File: src/rtl/bip_boot_pkg.sv
// Shared state encoding, protocol byte values and a width helper for the boot sequencer.
package bip_boot_pkg;

    typedef enum logic [3:0] {
        ST_IDLE,
        ST_LEN_HI,
        ST_LEN_LO,
        ST_DAT_HI,
        ST_DAT_LO,
        ST_WRITE,
        ST_ACK,
        ST_NAK,
        ST_RUN
    } boot_state_e;

    localparam logic [7:0] CMD_LOAD    = 8'hA5;
    localparam logic [7:0] CMD_RUN     = 8'hC3;
    localparam logic [7:0] CMD_STOP    = 8'h3C;
    localparam logic [7:0] RSP_ACK     = 8'h5A;
    localparam logic [7:0] RSP_ERR_LEN = 8'hFF;
    localparam logic [7:0] RSP_ERR_TMO = 8'hFE;

    // Number of bits needed to represent value (clogb2(2047) = 11).
    function automatic int clogb2(input int value);
        int v;
        int bits;
        v    = value;
        bits = 0;
        while (v > 0) begin
            bits = bits + 1;
            v    = v >> 1;
        end
        return bits;
    endfunction

endpackage

File: src/rtl/bip_boot_tx_hold.sv
// One-entry response register: holds a byte for the UART transmitter until accepted.
module bip_boot_tx_hold #(
    parameter int WIDTH = 8
) (
    input  logic             i_clk,
    input  logic             i_rst_n,
    input  logic             i_load,
    input  logic [WIDTH-1:0] i_data,
    input  logic             i_ready,
    output logic             o_valid,
    output logic [WIDTH-1:0] o_data
);

    logic             valid_q;
    logic [WIDTH-1:0] data_q;

    always_ff @(posedge i_clk or negedge i_rst_n) begin
        if (!i_rst_n) begin
            valid_q <= 1'b0;
            data_q  <= '0;
        end else if (i_load) begin
            valid_q <= 1'b1;
            data_q  <= i_data;
        end else if (valid_q && i_ready) begin
            valid_q <= 1'b0;
            data_q  <= '0;
        end
    end

    assign o_valid = valid_q;
    assign o_data  = data_q;

endmodule

File: src/rtl/bip_boot_ctrl.sv
// Boot/run sequencer: parses LOAD/RUN/STOP bytes, writes instruction memory, gates the CPU.
// Define BIP_BOOT_TIMEOUT_EN to NAK (0xFE) a frame that stalls for TIMEOUT_CYCLES.
module bip_boot_ctrl
    import bip_boot_pkg::*;
#(
    parameter int DATA_WIDTH     = 16,
    parameter int UART_DATA_SIZE = 8,
    parameter int INS_MEM_DEPTH  = 2048,
    parameter int ADDR_WIDTH     = clogb2(INS_MEM_DEPTH - 1),
    parameter int TIMEOUT_CYCLES = 1_000_000
) (
    input  logic                      i_clk,
    input  logic                      i_rst_n,
    input  logic                      i_rx_valid,
    input  logic [UART_DATA_SIZE-1:0] i_rx_data,
    output logic                      o_tx_valid,
    output logic [UART_DATA_SIZE-1:0] o_tx_data,
    input  logic                      i_tx_ready,
    output logic                      o_imem_we,
    output logic [ADDR_WIDTH-1:0]     o_imem_addr,
    output logic [DATA_WIDTH-1:0]     o_imem_data,
    output logic                      o_cpu_enable,
    input  logic                      i_cpu_halt,
    output logic                      o_busy
);

    localparam int CW = ADDR_WIDTH + 1;

    localparam logic [UART_DATA_SIZE-1:0] B_LOAD    = UART_DATA_SIZE'(CMD_LOAD);
    localparam logic [UART_DATA_SIZE-1:0] B_RUN     = UART_DATA_SIZE'(CMD_RUN);
    localparam logic [UART_DATA_SIZE-1:0] B_STOP    = UART_DATA_SIZE'(CMD_STOP);
    localparam logic [UART_DATA_SIZE-1:0] B_ACK     = UART_DATA_SIZE'(RSP_ACK);
    localparam logic [UART_DATA_SIZE-1:0] B_ERR_LEN = UART_DATA_SIZE'(RSP_ERR_LEN);
    localparam logic [DATA_WIDTH-1:0]     DEPTH_L   = DATA_WIDTH'(INS_MEM_DEPTH);
    localparam logic [CW-1:0]             CNT_ONE   = CW'(1);
    localparam logic [ADDR_WIDTH-1:0]     ADDR_ONE  = ADDR_WIDTH'(1);

    if (DATA_WIDTH != 2 * UART_DATA_SIZE || TIMEOUT_CYCLES < 1) begin : g_cfg_check
        $error("bip_boot_ctrl: DATA_WIDTH must be 2*UART_DATA_SIZE and TIMEOUT_CYCLES >= 1");
    end

    boot_state_e               state_q;
    logic [UART_DATA_SIZE-1:0] len_hi_q;
    logic [CW-1:0]             len_q;
    logic [CW-1:0]             word_cnt_q;
    logic [ADDR_WIDTH-1:0]     addr_q;
    logic [UART_DATA_SIZE-1:0] hi_byte_q;
    logic [DATA_WIDTH-1:0]     wdata_q;
    logic                      we_q;
    logic                      cpu_en_q;
    logic                      busy_q;

    logic [DATA_WIDTH-1:0]     len_full;
    logic                      last_word;
    logic                      tx_load;
    logic [UART_DATA_SIZE-1:0] tx_code;
    logic                      tx_valid;
    logic                      tx_hs;
    logic                      stop_cmd;

    assign len_full  = {len_hi_q, i_rx_data};
    assign last_word = (word_cnt_q == len_q - CNT_ONE);
    assign tx_hs     = tx_valid && i_tx_ready;
    assign stop_cmd  = i_rx_valid && (i_rx_data == B_STOP);

`ifdef BIP_BOOT_TIMEOUT_EN
    localparam int TW = $clog2(TIMEOUT_CYCLES + 1);
    localparam logic [TW-1:0] TMO_LAST = TW'(TIMEOUT_CYCLES - 1);
    localparam logic [UART_DATA_SIZE-1:0] B_ERR_TMO = UART_DATA_SIZE'(RSP_ERR_TMO);

    logic [TW-1:0] tmo_q;
    logic          waiting;
    logic          tmo_hit;

    assign waiting = (state_q == ST_LEN_HI) || (state_q == ST_LEN_LO) ||
                     (state_q == ST_DAT_HI) || (state_q == ST_DAT_LO);
    assign tmo_hit = waiting && !i_rx_valid && (tmo_q == TMO_LAST);

    // Reloads on every accepted byte so the limit is an inter-byte gap, not a frame length.
    always_ff @(posedge i_clk or negedge i_rst_n) begin
        if (!i_rst_n) begin
            tmo_q <= '0;
        end else if (!waiting || i_rx_valid) begin
            tmo_q <= '0;
        end else begin
            tmo_q <= tmo_q + TW'(1);
        end
    end
`endif

    always_comb begin
        tx_load = 1'b0;
        tx_code = B_ACK;
        if (state_q == ST_LEN_LO && i_rx_valid) begin
            if (len_full > DEPTH_L) begin
                tx_load = 1'b1;
                tx_code = B_ERR_LEN;
            end else if (len_full == '0) begin
                tx_load = 1'b1;
            end
        end
        if (state_q == ST_WRITE && last_word) begin
            tx_load = 1'b1;
        end
`ifdef BIP_BOOT_TIMEOUT_EN
        if (tmo_hit) begin
            tx_load = 1'b1;
            tx_code = B_ERR_TMO;
        end
`endif
    end

    always_ff @(posedge i_clk or negedge i_rst_n) begin
        if (!i_rst_n) begin
            state_q    <= ST_IDLE;
            len_hi_q   <= '0;
            len_q      <= '0;
            word_cnt_q <= '0;
            addr_q     <= '0;
            hi_byte_q  <= '0;
            wdata_q    <= '0;
            we_q       <= 1'b0;
            cpu_en_q   <= 1'b0;
            busy_q     <= 1'b0;
        end else begin
            case (state_q)
                ST_IDLE: begin
                    if (i_rx_valid && i_rx_data == B_LOAD) begin
                        state_q <= ST_LEN_HI;
                        busy_q  <= 1'b1;
                    end else if (i_rx_valid && i_rx_data == B_RUN) begin
                        state_q  <= ST_RUN;
                        cpu_en_q <= 1'b1;
                    end
                end
                ST_LEN_HI: begin
                    if (i_rx_valid) begin
                        len_hi_q <= i_rx_data;
                        state_q  <= ST_LEN_LO;
                    end
                end
                ST_LEN_LO: begin
                    if (i_rx_valid) begin
                        if (len_full > DEPTH_L) begin
                            state_q <= ST_NAK;
                        end else if (len_full == '0) begin
                            state_q <= ST_ACK;
                        end else begin
                            len_q      <= len_full[CW-1:0];
                            word_cnt_q <= '0;
                            addr_q     <= '0;
                            state_q    <= ST_DAT_HI;
                        end
                    end
                end
                ST_DAT_HI: begin
                    if (i_rx_valid) begin
                        hi_byte_q <= i_rx_data;
                        state_q   <= ST_DAT_LO;
                    end
                end
                ST_DAT_LO: begin
                    if (i_rx_valid) begin
                        wdata_q <= {hi_byte_q, i_rx_data};
                        we_q    <= 1'b1;
                        state_q <= ST_WRITE;
                    end
                end
                ST_WRITE: begin
                    // Address stays on the last word so a full-depth load never wraps to 0.
                    we_q       <= 1'b0;
                    word_cnt_q <= word_cnt_q + CNT_ONE;
                    if (last_word) begin
                        state_q <= ST_ACK;
                    end else begin
                        addr_q  <= addr_q + ADDR_ONE;
                        state_q <= ST_DAT_HI;
                    end
                end
                ST_ACK: begin
                    if (tx_hs) begin
                        state_q  <= ST_RUN;
                        cpu_en_q <= 1'b1;
                        busy_q   <= 1'b0;
                    end
                end
                ST_NAK: begin
                    if (tx_hs) begin
                        state_q <= ST_IDLE;
                        busy_q  <= 1'b0;
                    end
                end
                ST_RUN: begin
                    if (i_cpu_halt || stop_cmd) begin
                        state_q  <= ST_IDLE;
                        cpu_en_q <= 1'b0;
                    end
                end
                default: begin
                    state_q  <= ST_IDLE;
                    we_q     <= 1'b0;
                    cpu_en_q <= 1'b0;
                    busy_q   <= 1'b0;
                end
            endcase
`ifdef BIP_BOOT_TIMEOUT_EN
            if (tmo_hit) begin
                state_q <= ST_NAK;
            end
`endif
        end
    end

    bip_boot_tx_hold #(
        .WIDTH (UART_DATA_SIZE)
    ) u_tx_hold (
        .i_clk   (i_clk),
        .i_rst_n (i_rst_n),
        .i_load  (tx_load),
        .i_data  (tx_code),
        .i_ready (i_tx_ready),
        .o_valid (tx_valid),
        .o_data  (o_tx_data)
    );

    assign o_tx_valid   = tx_valid;
    assign o_imem_we    = we_q;
    assign o_imem_addr  = addr_q;
    assign o_imem_data  = wdata_q;
    assign o_cpu_enable = cpu_en_q;
    assign o_busy       = busy_q;

endmodule

File: config.mk
export PLATFORM = sky130hd
export DESIGN_NAME = bip_boot_ctrl
export DESIGN_NICKNAME = d
export VERILOG_FILES = /design/src/rtl/bip_boot_pkg.sv /design/src/rtl/bip_boot_tx_hold.sv /design/src/rtl/bip_boot_ctrl.sv
export SDC_FILE = /design/constraint.sdc
export NUM_CORES = 1
export LEC_CHECK = 0
export CAP_MARGIN = 0
export CORE_ASPECT_RATIO = 1.2
export CORE_MARGIN = 4
export CORE_UTILIZATION = 60
export DETAILED_ROUTE_END_ITERATION = 7
export MAX_ROUTING_LAYER = met4
export PLACE_DENSITY = 0.89
export SLEW_MARGIN = 15
export SYNTH_ARGS = -nofsm -noshare
export SYNTH_HDL_FRONTEND = slang
export SYNTH_SLANG_ARGS = --single-unit
File: constraint.sdc
create_clock -name i_clk -period 5.9 [get_ports i_clk]
set_input_delay 0.885 -clock i_clk [delete_from_list [all_inputs] [get_ports i_clk]]
set_output_delay 0.885 -clock i_clk [all_outputs]
set_load 0.01 [all_outputs]
==> impl_metrics.yaml, run 1 <==
critical_path:
  cp_data_required_time_ps: 6140
  cp-start-kind: "primary input"
  cp-endpoint: "o_imem_addr[0]$_DFFE_PN0P_"
  path_max_fanout: 28
  critPathArrivalTime_ps: 3560
  timing.rr.start: "len_hi_q[6]$_DFFE_PN0P_"
  r2r_cells: 6
  worstSetupStartpoint: "i_rx_data[1]"
  r2r_end: "word_cnt_q[11]$_DFFE_PN0P_"
  worstSetupEndpointType: "flip-flop"
  rrSetupSlack_ps: 3210
  crit_type: "primary input to flip-flop"
final_layout:
  layout_commonest_cell: "dfrtp_1"
  multiInputGateArea_mm2: 0.00196
  final_cell_mix: "dfrtp_1, nand2_1, clkdlybuf4s50_1, mux2_2, nor2_1"
  area_delta_synth_final_pct: 17.4
  final-seq-area_mm2: 0.00190
  fill_cells: 466
  nets: 465
  drive_gt1_frac: 0.141
  diodes: 0
detailed_routing:
  ant_nets: 0
  vias: 3231
  drc_errors: 0
  initialDrtViolationCount: 272
  dr.pass1.iters: 5
  vias_per_cell: 5.99
  route.detailed.wl_per_inst_um: 17.0
  finalWirelength_mm: 9.16
floorplan:
  die_x_um: 82.9
  ios: 52
  fp.dieH_um: 97.8
  core_area_mm2: 0.00649
  start_util: 0.622
  rows: 32
  die_area_mm2: 0.00811
grt:
  globalRouteTotalUtil: 0.242
  antenna_found_initial: 0
  grt_pass1_wl_mm: 15.6
  grt_max_degree: 77
  grt_pass1_vias: 3226
  grt-ovfl-total: 0
timing:
  worst-slew-pin-transition_ps: 958
  rsz0062_at_grt: "no"
  max_freq_mhz: 301
  fin_setup_tns_ps: 0
  final.min_clock_period_ps: 3320
  hold_viol: 0
  slew_headroom: 0.361
  fin_crit_sh: 0.563
  setup_viol: 0
  skew_ps: 10.3
  drv_slew: 0
pwr:
  power_per_cell_area_mw_per_mm2: 536
  peakVddDrop_mv: 0.349
  power_leakage_nw: 2.04
  power.total_mw: 2.54
cts:
  clock-root-buffer: "clkbuf_8"
  cts_inserted_buffers: 9
  clk_pin_slew_worst_paths_ps: 80
  cts_buffer_depth: 2
  numClockSinks: 76
  cts_tree: "built"
  cts.htree.levels: 3
  post_cts_buffers: 0
  ctsResizeCount: 0
  cts_hold_buffers: 0
  clk_latency_ps: 350
job:
  drv_cap: 0
synthesis:
  synth_seq_cells: 76
  ys.warnings.count: 0
  synthTopCellsByArea: "dfrtp_1, mux2_2, nand2_1, nand3_1, xnor2_1"
  async_reset_ff_frac: 1.00
  postSynthCellCount: 409
  syn_area_per_cell_um2: 9.87
  synthDistinctLibCells: 56
  yosysTopAreaCell: "dfrtp_1"
  synth_ff_type: "dfrtp_1"
  yosysSeqAreaShare: 0.471
  synth_edf_count: 0
  syn_nets: 425
  yosysTopAreaCellShare: 0.471
  synth_area_mm2: 0.00404
place:
  io_buffers: 51
  gp_congestion: 0.903
  place_hpwl_mm: 6.22
hold_path:
  min_path_type: "flip-flop to flip-flop"
status:
  status: "completed"
-- kinds of logic (layout without fill, tap and decap cells) --
| group | Yosys count | count (layout) | synth area share |
|---|---|---|---|
| flip-flops | 76 | 76 | 0.471 |
| XOR/XNOR | 19 | 19 | 0.0412 |
| adder cells (fa/ha/maj) | 3 | 3 | 0.00930 |
| multiplexers | 40 | 40 | 0.110 |
| buffers and inverters | 32 | 77 | 0.0419 |
| AND/OR/NAND/NOR | 175 | 175 | 0.218 |
| AO/OA/AOI/OAI | 64 | 64 | 0.109 |
-- per-stage QoR --
step	setup slack, ps	area (µm²)	util	hold WS, ps	instances
3_3_place_gp	2360	4520	0.697	467	523
2_1_floorplan	3340	4040	-	456	409
4_1_cts	2640	4740	0.731	481	539
3_5_place_dp	2250	4520	0.697	462	523
6_report	2580	4740	0.731	481	539
5_1_grt	2200	4740	0.731	493	539
-- power breakdown --
group | switching (mW) | internal, mW
combinational | 0.503 | 0.582
clock | 0.194 | 0.238
sequential | 0.264 | 0.757
-- critical path, stage by stage --
cell	delay (ps)
clkdlybuf4s50_1	530
nor4_1	540
and4_1	290
or2_2	140
and3_1	790
a21oi_1	80
mux2_2	300
-- layer usage --
metal  wire length (µm)  GRT usage
met3                420     0.0481
met4                104     0.0830
met2               4810      0.395
met1               3830      0.301
met5                  0          -
-- cells in the mapped netlist, types with 2 or more instances --
| library cell | n |
|---|---|
| mux2_2 | 34 |
| and3_1 | 10 |
| a31oi_1 | 5 |
| inv_1 | 9 |
| xor2_1 | 9 |
| dfrtp_1 | 76 |
| nor2b_1 | 3 |
| nor3_1 | 7 |
| ha_1 | 3 |
| nor2_1 | 23 |
| o41ai_1 | 2 |
| o311ai_0 | 2 |
| o211ai_1 | 5 |
| or2_2 | 3 |
| o31a_1 | 2 |
| buf_6 | 2 |
| nand2b_1 | 6 |
| a21oi_1 | 11 |
| mux2i_1 | 6 |
| xnor2_1 | 10 |
| a311o_1 | 2 |
| nor4_1 | 9 |
| or3_1 | 4 |
| buf_4 | 9 |
| a22oi_1 | 2 |
| a31o_2 | 4 |
| nor4bb_1 | 2 |
| and2_1 | 2 |
| nand2_1 | 70 |
| nand3_1 | 18 |
| a2111oi_0 | 2 |
| o21ai_0 | 16 |
| nand4_1 | 7 |
| clkbuf_1 | 12 |
-- area by class of cell --
class | count | share of cell area
flip-flops and latches | 76 | 0.401
clock inverters | 6 | 0.0187
multi-input cells | 301 | 0.415
inverters | 9 | 0.00713
well taps | 85 | 0.0224
clock buffers | 10 | 0.0269
repair buffers | 52 | 0.109
-- sequential cells by signal (all words and copies together), names as in the netlist --
signal / count
o_imem_data: 16
len_q: 12
word_cnt_q: 12
o_imem_addr: 11
hi_byte_q: 8
len_hi_q: 8
state_q: 4
u_tx_hold.o_data: 2
o_busy: 1
o_cpu_enable: 1
o_imem_we: 1
-- how the worst min path moves through the flow --
stage                     cells after the start  slack (ps)                          end                   startpoint
after floorplan                               2         460        len_q[10]$_DFFE_PN0P_      len_hi_q[2]$_DFFE_PN0P_
after global placement                        1         470  o_imem_addr[10]$_DFFE_PN0P_  o_imem_addr[10]$_DFFE_PN0P_
after detailed placement                      2         460     o_cpu_enable$_DFFE_PN0P_     o_cpu_enable$_DFFE_PN0P_
after CTS                                     1         480  o_imem_addr[10]$_DFFE_PN0P_  o_imem_addr[10]$_DFFE_PN0P_
after global routing                          1         490  o_imem_addr[10]$_DFFE_PN0P_  o_imem_addr[10]$_DFFE_PN0P_
final                                         1         480  o_imem_addr[10]$_DFFE_PN0P_  o_imem_addr[10]$_DFFE_PN0P_
No activity file was read; power rests on OpenSTA's default activity.
==> run 2, diff against run 1 <==
CORE_UTILIZATION = 55   (was 60)
PLACE_DENSITY = 0.82   (was 0.89)
clock period = 3.4 ns   (was 5.9 ns; I/O delays follow)
==> impl_metrics.yaml, run 2 (synthesis results as in run 1) <==
cts:
  post_cts_buffers: 0
  ctsResizeCount: 0
  cts_hold_buffers: 0
  cts.htree.levels: 3
  clock-root-buffer: "clkbuf_8"
  numClockSinks: 76
  clk_latency_ps: 350
  clk_pin_slew_worst_paths_ps: 80
  cts_inserted_buffers: 9
  cts_buffer_depth: 2
  cts_tree: "built"
critical_path:
  cp-start-kind: "flip-flop"
  worstSetupStartpoint: "len_q[0]$_DFFE_PN0P_"
  path_max_fanout: 13
  crit_type: "flip-flop to flip-flop"
  crit_family: "simple AND/OR/NAND/NOR gates"
  max_stage_delay_ps: 520
  crit_cells: 9
  cp_data_required_time_ps: 3640
  r2r_cells: 9
  worstSetupEndpointType: "flip-flop"
  r2r_end: "state_q[0]$_DFFE_PN0P_"
  crit_chain: "inv_1 > ha_1 > nand2b_1 > or4b_1 > o32a_1 > nand2_2 > nand4_4 > and2_4 > a211o_1"
  critPathArrivalTime_ps: 2900
  rrSetupSlack_ps: 750
  cp-endpoint: "state_q[0]$_DFFE_PN0P_"
  cp_slowest_cell: "or4b_1"
  timing.rr.start: "len_q[0]$_DFFE_PN0P_"
  cp_num_buf_inv: 1
grt:
  use_met3: 0.0379
  met2_usage: 0.361
  grt_pass1_wl_mm: 15.0
  grt_max_degree: 77
  busiest_layer: "met2"
  grt_pass1_vias: 3108
  grt-ovfl-total: 0
  globalRouteTotalUtil: 0.223
  antenna_found_initial: 0
  grtUsageMet1: 0.283
final_layout:
  nets: 468
  design_area_mm2: 0.00478
  layout_commonest_cell: "dfrtp_1"
  final_cell_mix: "dfrtp_1, nand2_1, clkdlybuf4s50_1, mux2_2, nor2_1"
  drive_gt1_frac: 0.149
  final_cells: 544
  largest_reg_flops: 16
  diodes: 0
  area_delta_synth_final_pct: 18.4
  final_core_util: 0.684
status:
  status: "completed"
detailed_routing:
  vias: 3227
  ant_nets: 0
  route.detailed.wl_per_inst_um: 16.7
  vias_per_cell: 5.93
  dr.pass1.iters: 4
  initialDrtViolationCount: 146
  drc_errors: 0
  finalWirelength_mm: 9.08
place:
  dp.cells: 528
  place_hpwl_mm: 6.40
  pre_cts_ws_ps: 443
  gp_congestion: 0.888
  io_buffers: 51
  placedInstanceArea_mm2: 0.00455
timing:
  hold_viol: 0
  skew_ps: 7.28
  drv_slew: 0
  setup_viol: 0
  rsz0062_at_grt: "no"
  slew_headroom: 0.366
  hold_ws_ps: 279
  worst-slew-pin-transition_ps: 951
  final.min_clock_period_ps: 2650
  max_freq_mhz: 377
  fin_setup_tns_ps: 0
  setup_slack_ps: 745
  fin_crit_sh: 0.781
floorplan:
  rows: 33
  start_util: 0.578
  core_area_mm2: 0.00698
  die_area_mm2: 0.00878
  ios: 52
  die_x_um: 86.2
  fp.dieH_um: 102
pwr:
  power_leakage_nw: 2.06
  peakVddDrop_mv: 0.529
  power_per_cell_area_mw_per_mm2: 927
  power.total_mw: 4.43
job:
  drv_cap: 0
hold_path:
  min_path_type: "primary input to asynchronous set/reset pin"
==> run 2: cell types whose count changed in the layout (fill, tap and decap cells not counted) <==
cell	change
buf_4	+3
inv_6	+2
clkbuf_1	-1
clkinv_2	-1
clkinvlp_4	-1
inv_8	+1
==> run 2: worst min path at each step <==
stage                     cells after the start  slack (ps)                     endpoint                        start
after floorplan                               0         210     hi_byte_q[0]$_DFFE_PN0P_                      i_rst_n
after global placement                        1         460  o_imem_addr[10]$_DFFE_PN0P_  o_imem_addr[10]$_DFFE_PN0P_
after detailed placement                      2         470     o_cpu_enable$_DFFE_PN0P_     o_cpu_enable$_DFFE_PN0P_
after CTS                                     1         330    word_cnt_q[5]$_DFFE_PN0P_                      i_rst_n
after global routing                          1         350    word_cnt_q[5]$_DFFE_PN0P_                      i_rst_n
final                                         1         280    word_cnt_q[5]$_DFFE_PN0P_                      i_rst_n
==> run 2: final cells by class <==
type                       count  area [µm²]
clock buffer                   9         124
clock inverter                 7         105
multi-input combinational    301        1960
tap                           87         109
timing repair buffer          55         538
fill                         548        2200
sequential                    76        1900
inverter                       9        33.8
==> run 2: routing by layer <==
metal,vias to the layer above,part of all wire,wire (µm)
met5,-,0,0
met4,0,0.015,136
met3,12,0.040,362
met2,72,0.51,4630
met1,1597,0.44,3950
li1,1546,-,-
==> run 2: where the power goes <==
part	total, mW	internal [mW]	switching (mW)
combinational	1.88	1.02	0.860
clock	0.781	0.424	0.357
sequential	1.77	1.31	0.454
==> run 3, diff against run 2 <==
clock period = 2.5 ns   (was 3.4 ns; I/O delays follow)
==> impl_metrics.yaml, run 3 (synthesis results as in run 1) <==
cts:
  cts_inserted_buffers: 9
  cts.htree.levels: 3
  clk_pin_slew_worst_paths_ps: 90
  cts_tree: "built"
  numClockSinks: 76
  post_cts_buffers: 0
  clock-root-buffer: "clkbuf_8"
  clk_latency_ps: 360
  cts_buffer_depth: 2
detailed_routing:
  drc_errors: 0
  finalWirelength_mm: 9.17
  initialDrtViolationCount: 197
  ant_nets: 0
  vias: 3388
  vias_per_cell: 5.95
  route.detailed.wl_per_inst_um: 16.1
  dr.pass1.iters: 4
status:
  status: "completed"
critical_path:
  cp-start-kind: "flip-flop"
  cp_data_required_time_ps: 2750
  path_max_fanout: 7
  critPathArrivalTime_ps: 2610
  crit_family: "simple AND/OR/NAND/NOR gates"
  crit_type: "flip-flop to flip-flop"
  cp_num_buf_inv: 1
  max_stage_delay_ps: 520
  crit_chain: "inv_1 > ha_2 > nand2b_1 > or4b_1 > o32a_1 > nand2_2 > nand4_4 > and2_4 > a211o_1"
  worstSetupEndpointType: "flip-flop"
  cp_slowest_cell: "or4b_1"
floorplan:
  die_x_um: 86.2
  ios: 52
  start_util: 0.578
  fp.dieH_um: 102
  core_area_mm2: 0.00698
  rows: 33
  die_area_mm2: 0.00878
place:
  place_hpwl_mm: 6.62
  gp_congestion: 0.886
  io_buffers: 51
  dp.cells: 553
final_layout:
  area_delta_synth_final_pct: 22.2
  final_cell_mix: "dfrtp_1, nand2_1, clkdlybuf4s50_1, mux2_2, buf_4"
  multiInputGateArea_mm2: 0.00197
  final-seq-area_mm2: 0.00190
  final_cells: 569
  fill_cells: 512
  layout_commonest_cell: "dfrtp_1"
  diodes: 0
  drive_gt1_frac: 0.197
  largest_reg_flops: 16
  nets: 493
timing:
  hold_viol: 0
  hold_ws_ps: 129
  final.min_clock_period_ps: 2360
  skew_ps: 15.4
  max_freq_mhz: 424
  rsz0062_at_grt: "no"
  fin_setup_tns_ps: 0
  worst-slew-pin-transition_ps: 950
  drv_slew: 0
  fin_crit_sh: 0.944
  slew_headroom: 0.367
  setup_viol: 0
grt:
  grt_max_degree: 77
  grt_pass1_vias: 3321
  grt-ovfl-total: 0
  grt_pass1_wl_mm: 15.4
  antenna_found_initial: 0
  globalRouteTotalUtil: 0.227
pwr:
  peakVddDrop_mv: 0.841
  power_leakage_nw: 2.17
  power_per_cell_area_mw_per_mm2: 1210
  power.total_mw: 5.96
hold_path:
  min_path_type: "primary input to asynchronous set/reset pin"
job:
  drv_cap: 0
[run 3: cell count changes in the layout (fill, tap and decap cells not counted)]
cell	before	now
buf_4	5	30
bufinv_16	2	0
ha_1	3	2
ha_2	0	1
inv_6	2	3
inv_8	1	2
nor3_1	7	6
nor3_2	0	1
[run 3: timing repair]
item | in CTS | in global routing
endpoints found under the setup margin | 0 | 12
hold buffers | 0 | 0
resized for setup | 0 | 2
[run 3: per-layer routing]
| layer | part of all wire | global-route usage | vias to the layer above | routed length, µm |
|---|---|---|---|---|
| met5 | 0 | - | - | 0 |
| met4 | 0.017 | 0.0743 | 0 | 159 |
| met3 | 0.057 | 0.0476 | 24 | 521 |
| met2 | 0.51 | 0.377 | 112 | 4680 |
| met1 | 0.42 | 0.278 | 1651 | 3810 |
| li1 | - | - | 1601 | - |
[run 3: cell type report]
type,count,area share
Sequential cell,76,0.386
Clock buffer,9,0.0251
Inverter,9,0.00685
Clock inverter,7,0.0132
Tap cell,87,0.0221
Multi-Input combinational cell,301,0.400
Timing Repair Buffer,80,0.147
[run 3: path summary, 6_finish.rpt]
path | slack, ps | cells past startpoint | start | endpoint
max | 140 | 9 | len_q[1]$_DFFE_PN0P_ | state_q[0]$_DFFE_PN0P_
min | 130 | 1 | i_rst_n | word_cnt_q[5]$_DFFE_PN0P_
max reg2reg | 140 | 9 | len_q[1]$_DFFE_PN0P_ | state_q[0]$_DFFE_PN0P_
min reg2reg | 480 | 1 | o_imem_addr[10]$_DFFE_PN0P_ | o_imem_addr[10]$_DFFE_PN0P_
max in group asynchronous | 1730 | 1 | i_rst_n | len_q[1]$_DFFE_PN0P_
min in group i_clk | 480 | 1 | o_imem_addr[10]$_DFFE_PN0P_ | o_imem_addr[10]$_DFFE_PN0P_
[run 3: stage by stage]
stage               setup slack, ps   util  area (µm²)
CTS                            37.5  0.706        4920
finish                          141  0.707        4930
global placement               17.9  0.679        4730
floorplan                       193      -        4040
global route                   11.0  0.707        4930
detailed placement          -0.0735  0.679        4730
[run 3: where the power goes]
group	switching, mW	internal, mW	total (mW)	leakage [nW]
sequential	0.559	1.79	2.34	0.954
clock	0.523	0.386	0.909	0.0947
combinational	1.24	1.47	2.71	1.12
total	2.32	3.64	5.96	2.17
